--- src/rtl/mpsoc_wb_ext_guard.sv ---
// Wishbone B3 guard between a tile's external bus master and its local slave.
// In-window beats pass straight through. Out-of-window beats and beats that
// stall too long are terminated with err. Aborts are counted.
module mpsoc_wb_ext_guard #(
  parameter int unsigned    AW      = 32,
  parameter int unsigned    DW      = 32,
  parameter logic [AW-1:0]  BASE    = '0,
  parameter int unsigned    SIZE    = 1024,
  parameter int unsigned    TIMEOUT = 16,
  parameter int unsigned    CNT_W   = 16
) (
  input  logic               wb_clk_i,
  input  logic               wb_rst_ni,
  // master side
  input  logic [AW-1:0]      wbm_adr_i,
  input  logic [DW-1:0]      wbm_dat_i,
  input  logic [DW/8-1:0]    wbm_sel_i,
  input  logic               wbm_we_i,
  input  logic [1:0]         wbm_bte_i,
  input  logic [2:0]         wbm_cti_i,
  input  logic               wbm_cyc_i,
  input  logic               wbm_stb_i,
  output logic               wbm_ack_o,
  output logic               wbm_err_o,
  output logic               wbm_rty_o,
  output logic [DW-1:0]      wbm_dat_o,
  // slave side
  output logic [AW-1:0]      wbs_adr_o,
  output logic [DW-1:0]      wbs_dat_o,
  output logic [DW/8-1:0]    wbs_sel_o,
  output logic               wbs_we_o,
  output logic [1:0]         wbs_bte_o,
  output logic [2:0]         wbs_cti_o,
  output logic               wbs_cyc_o,
  output logic               wbs_stb_o,
  input  logic               wbs_ack_i,
  input  logic               wbs_err_i,
  input  logic [DW-1:0]      wbs_dat_i,
  // status
  output logic               timeout_o,
  output logic               decerr_o,
  output logic [CNT_W-1:0]   err_count_o
);

  localparam int unsigned TW = (TIMEOUT > 2) ? $clog2(TIMEOUT) : 1;
  localparam logic [TW-1:0] TIMER_LAST = TW'(TIMEOUT - 1);

  localparam logic [1:0] ST_IDLE = 2'd0;
  localparam logic [1:0] ST_WAIT = 2'd1;
  localparam logic [1:0] ST_ERR  = 2'd2;

  logic [1:0]       state_q, state_d;
  logic [TW-1:0]    timer_q, timer_d;
  logic [CNT_W-1:0] cnt_q, cnt_d;
  logic             timeout_q, timeout_d;
  logic             decerr_q, decerr_d;
  logic             abort_c;

  logic req_c;
  logic in_range_c;
  logic fwd_c;
  logic resp_c;

  // Per-beat request decode against the slave window
  always_comb begin
    req_c      = wbm_cyc_i & wbm_stb_i;
    in_range_c = (wbm_adr_i >= BASE) && ((wbm_adr_i - BASE) < AW'(SIZE));
    // Forwarding is also gated by reset so the slave sees nothing while held in reset
    fwd_c      = wb_rst_ni && (state_q != ST_ERR) && req_c && in_range_c;
    resp_c     = wbs_ack_i | wbs_err_i;
  end

  // Request pass-through and response return path, zero latency when forwarding
  always_comb begin
    wbs_adr_o = fwd_c ? wbm_adr_i : '0;
    wbs_dat_o = fwd_c ? wbm_dat_i : '0;
    wbs_sel_o = fwd_c ? wbm_sel_i : '0;
    wbs_we_o  = fwd_c & wbm_we_i;
    wbs_bte_o = fwd_c ? wbm_bte_i : 2'b00;
    wbs_cti_o = fwd_c ? wbm_cti_i : 3'b000;
    wbs_cyc_o = fwd_c;
    wbs_stb_o = fwd_c;
    wbm_ack_o = fwd_c & wbs_ack_i;
    wbm_err_o = (state_q == ST_ERR) | (fwd_c & wbs_err_i);
    wbm_dat_o = fwd_c ? wbs_dat_i : '0;
    wbm_rty_o = 1'b0;
  end

  // Next-state, beat timer and abort bookkeeping
  always_comb begin
    state_d   = state_q;
    timer_d   = timer_q;
    cnt_d     = cnt_q;
    timeout_d = 1'b0;
    decerr_d  = 1'b0;
    abort_c   = 1'b0;

    case (state_q)
      ST_IDLE, ST_WAIT: begin
        if (!req_c) begin
          // master withdrew the beat: quiet return, nothing counted
          state_d = ST_IDLE;
          timer_d = '0;
        end else if (!in_range_c) begin
          state_d  = ST_ERR;
          timer_d  = '0;
          decerr_d = 1'b1;
          abort_c  = 1'b1;
        end else if (resp_c) begin
          // a response on the last allowed cycle still wins over the abort
          state_d = ST_IDLE;
          timer_d = '0;
        end else if (timer_q == TIMER_LAST) begin
          state_d   = ST_ERR;
          timer_d   = '0;
          timeout_d = 1'b1;
          abort_c   = 1'b1;
        end else begin
          state_d = ST_WAIT;
          timer_d = timer_q + TW'(1);
        end
      end
      ST_ERR: begin
        state_d = ST_IDLE;
        timer_d = '0;
      end
      default: begin
        state_d = ST_IDLE;
        timer_d = '0;
      end
    endcase

    if (abort_c && (cnt_q != {CNT_W{1'b1}})) begin
      cnt_d = cnt_q + CNT_W'(1);
    end
  end

  // State, timer, abort flags and saturating abort counter
  always_ff @(posedge wb_clk_i or negedge wb_rst_ni) begin
    if (!wb_rst_ni) begin
      state_q   <= ST_IDLE;
      timer_q   <= '0;
      cnt_q     <= '0;
      timeout_q <= 1'b0;
      decerr_q  <= 1'b0;
    end else begin
      state_q   <= state_d;
      timer_q   <= timer_d;
      cnt_q     <= cnt_d;
      timeout_q <= timeout_d;
      decerr_q  <= decerr_d;
    end
  end

  // Status flags are high exactly during the single ERR cycle that follows an abort
  always_comb begin
    timeout_o   = timeout_q;
    decerr_o    = decerr_q;
    err_count_o = cnt_q;
  end

endmodule
--- config.mk ---
export PLATFORM = sky130hd
export DESIGN_NAME = mpsoc_wb_ext_guard
export DESIGN_NICKNAME = d
export VERILOG_FILES = /design/src/rtl/mpsoc_wb_ext_guard.sv
export SDC_FILE = /design/constraint.sdc
export NUM_CORES = 1
export LEC_CHECK = 0
export CORE_AREA = 2 2 94 96
export DETAILED_ROUTE_END_ITERATION = 8
export DIE_AREA = 0 0 96 98
export PLACE_DENSITY = 0.74
export SETUP_SLACK_MARGIN = 0.02
export SLEW_MARGIN = 20
export SYNTH_ARGS = -nofsm -noshare
export SYNTH_HDL_FRONTEND = slang
export SYNTH_SLANG_ARGS = --single-unit
--- constraint.sdc ---
create_clock -name wb_clk_i -period 4.4 [get_ports wb_clk_i]
set_input_delay 1.1 -clock wb_clk_i [delete_from_list [all_inputs] [get_ports wb_clk_i]]
set_output_delay 1.1 -clock wb_clk_i [all_outputs]
set_load 0.05 [all_outputs]
==> impl_metrics.yaml <==
status:
  outcome: "finished, final reports clean"
yosys:
  syn_avg_cell_area_um2: 8.51
  synthCells: 236
  ys.flop_type: "dfrtp_1"
  ys.warnings.count: 0
  ys_ff_latch: 24
  yosysTopAreaCell: "dfrtp_1"
  yosys.cell_types.count: 37
  synth_seq_area_share: 0.299
  synth_top_cells_by_area: "dfrtp_1 30%, and2_1 26%, buf_4 9.3%, xor2_1 5.7%, nor2_1 3.2%"
  postSynth.asyncResetShare: 1.00
  synth_edf_count: 0
  yosysTopAreaCellShare: 0.299
  synth_area_um2: 2010
drt:
  drt_iter0_markers: 31
  wl_um: 8250
  vias: 2344
  firstDrtPassIters: 4
  antenna_left: 0
  drc: 0
  wire_per_inst_um: 14.9
  vias_per_cell: 4.22
clock_network:
  cts_root_buf: "clkbuf_8"
  htreeDepth: 1
  cts_tree: "done"
  cts_buffers: 3
  clock_latency_ns: 0.27
  clk_pin_slew_ns: 0.09
  hold_buffers: 0
  clock-sinks: 24
  post_cts_buffers: 0
  clock_path_buffers: 2
  post_cts_resized: 0
pwr:
  p_leak_nw: 2.20
  p_sw_frac: 0.390
  power.switching_w: 0.000309
  comb_power_share: 0.443
  sequentialPowerShare: 0.363
  vdd_drop_max_v: 0.000295
  pwr_density_cell_nw_per_um2: 154
  p_int_w: 0.000483
  pwr-share-clk: 0.195
setup_path:
  end_kind: "output pin"
  arrival_ns: 3.10
  worstSetupPathType: "in2out"
  cp.required_ns: 3.30
  crit_fanout: 49
  start_kind: "input port"
timing:
  setup_tns_ns: 0
  skew_ns: 0.00799
  final.min_clock_period_ns: 4.20
  slew_viol_final: 0
  setup_ws_ns: 0.200
  fmax_mhz: 238
  min_period_over_period: 0.954
  setup-violations-final: 0
  maxSlewHeadroom: 0.650
  worstMarginPinSlew_ns: 0.524
  hold-worst-slack_ns: 0.506
  hold_viol: 0
  grt_setup_unrepaired: "false"
job:
  cap_violations: 0
layout:
  finalNonFillerCells: 555
  diodes: 0
  drive_above_1_share: 0.237
  nNetsFinal: 562
  final_util: 0.606
  area_growth_pct: 155
global_routing:
  grt_pass1_wl_um: 12500
  grt_overflow: 0
  grt_max_degree: 50
  antenna_found_initial: 0
  grt_pass1_vias: 2362
  grt_usage: 0.167
die:
  dieArea_um2: 9410
  ios: 241
  row_count: 34
  initial_core_util: 0.237
  core_um2: 8470
  die_height_um: 98
  die_w_um: 96
placement:
  gp_congestion: 0.841
  io_buffer_count: 217
  dp_slack_ns: 0.177
  post-dp-hpwl_um: 7090
  placedCellCount: 551
min_path:
  hold_path_class: "reg2reg"
==> power by group through the flow <==
stage,Clock (W),Sequential (W),Combinational [W]
2_1_floorplan,0,0.000377,0.000103
3_3_place_gp,0,0.000290,0.000349
3_5_place_dp,0,0.000291,0.000351
4_1_cts,0.000151,0.000287,0.000353
5_1_grt,0.000162,0.000292,0.000369
6_report,0.000154,0.000287,0.000350
==> worst paths after layout <==
check	endpoint	from	slack, ns	depth (start not counted)
max	wbs_dat_o[20]	wbm_adr_i[16]	0.20	8
max reg2reg	err_count_o[1]	timer_q[0]	2.25	6
min reg2reg	err_count_o[6]	err_count_o[6]	0.51	1
max in group asynchronous	err_count_o[15]	wb_rst_ni	2.90	2
min in group asynchronous	err_count_o[0]	wb_rst_ni	1.26	2
min	err_count_o[6]	err_count_o[6]	0.51	1
==> flip-flops by register name (all words and copies together), names as in the netlist <==
name         cells
err_count_o     16
timer_q          4
state_q          2
timeout_o        1
decerr_o         1
==> layout make-up <==
type,instances,area (um2)
clock buffer,4,55.1
fill,693,3340
sequential,24,601
tap,108,135
inverter,2,7.51
multi-input combinational,197,1230
timing repair buffer,220,3100
==> per-stage QoR <==
stage	power (W)	area, um2
after floorplan	0.000479	2090
after global placement	0.000638	5070
after detailed placement	0.000641	5070
after CTS	0.000792	5130
after global routing	0.000824	5130
final	0.000792	5130
==> cells by family after synthesis <==
| group | after synthesis | share of synthesized area |
|---|---|---|
| buffers and inverters | 37 | 0.129 |
| and+or+nand+nor | 146 | 0.443 |
| AOI/OAI and AO/OA | 9 | 0.0380 |
| other | 1 | 0.00187 |
| adders and majority gates | 2 | 0.0125 |
| xor gates and xnor gates | 15 | 0.0654 |
| muxes | 2 | 0.0112 |
| DFF | 24 | 0.299 |
==> Yosys cell counts (2+ instances only) <==
library cell / number
nor3_1: 7
nand3_1: 4
nand4_1: 7
nor2_1: 17
ha_1: 2
xnor2_1: 2
nand2b_1: 2
dfrtp_1: 24
clkbuf_1: 4
a31oi_1: 2
xor2_1: 13
a21o_1: 2
buf_4: 25
nand2_1: 9
nor4_1: 4
mux2_2: 2
inv_1: 2
buf_6: 3
and2_1: 85
buf_2: 3
==> critical path, cell delays in order <==
cell and delay, ns:
clkdlybuf4s50_1 0.40, nor4_1 0.29, and4_4 0.30, nand3_4 0.10, nor3_4 0.30, buf_12 0.24
and2_1 0.21, buf_12 0.15
==> metal layers <==
metal	up-vias	GRT usage	wire [um]
met5	-	0	0
met4	0	0.0319	129
met3	11	0.0262	626
met2	117	0.325	4680
met1	1076	0.186	2810
li1	1140	-	-
==> cell usage in the layout (no fill, tap or decap), drive strengths merged <==
master and n:
clkdlybuf4s50 129, buf 91, and2 85, dfrtp 24
conb 23, nor2 17, xor2 13, nand2 9
nor3 9, nand4 7, nor4 6, nand3 5
clkbuf 4, xnor2 2, inv 2, nand2b 2
a21o 2, a31oi 2, mux2 2, ha 2
and4 2, nand3b 1, or2 1, or3 1
and3 1, a21bo 1, o211a 1, a21oi 1
a311oi 1, o2111ai 1
(Power assumes the default switching activity.)
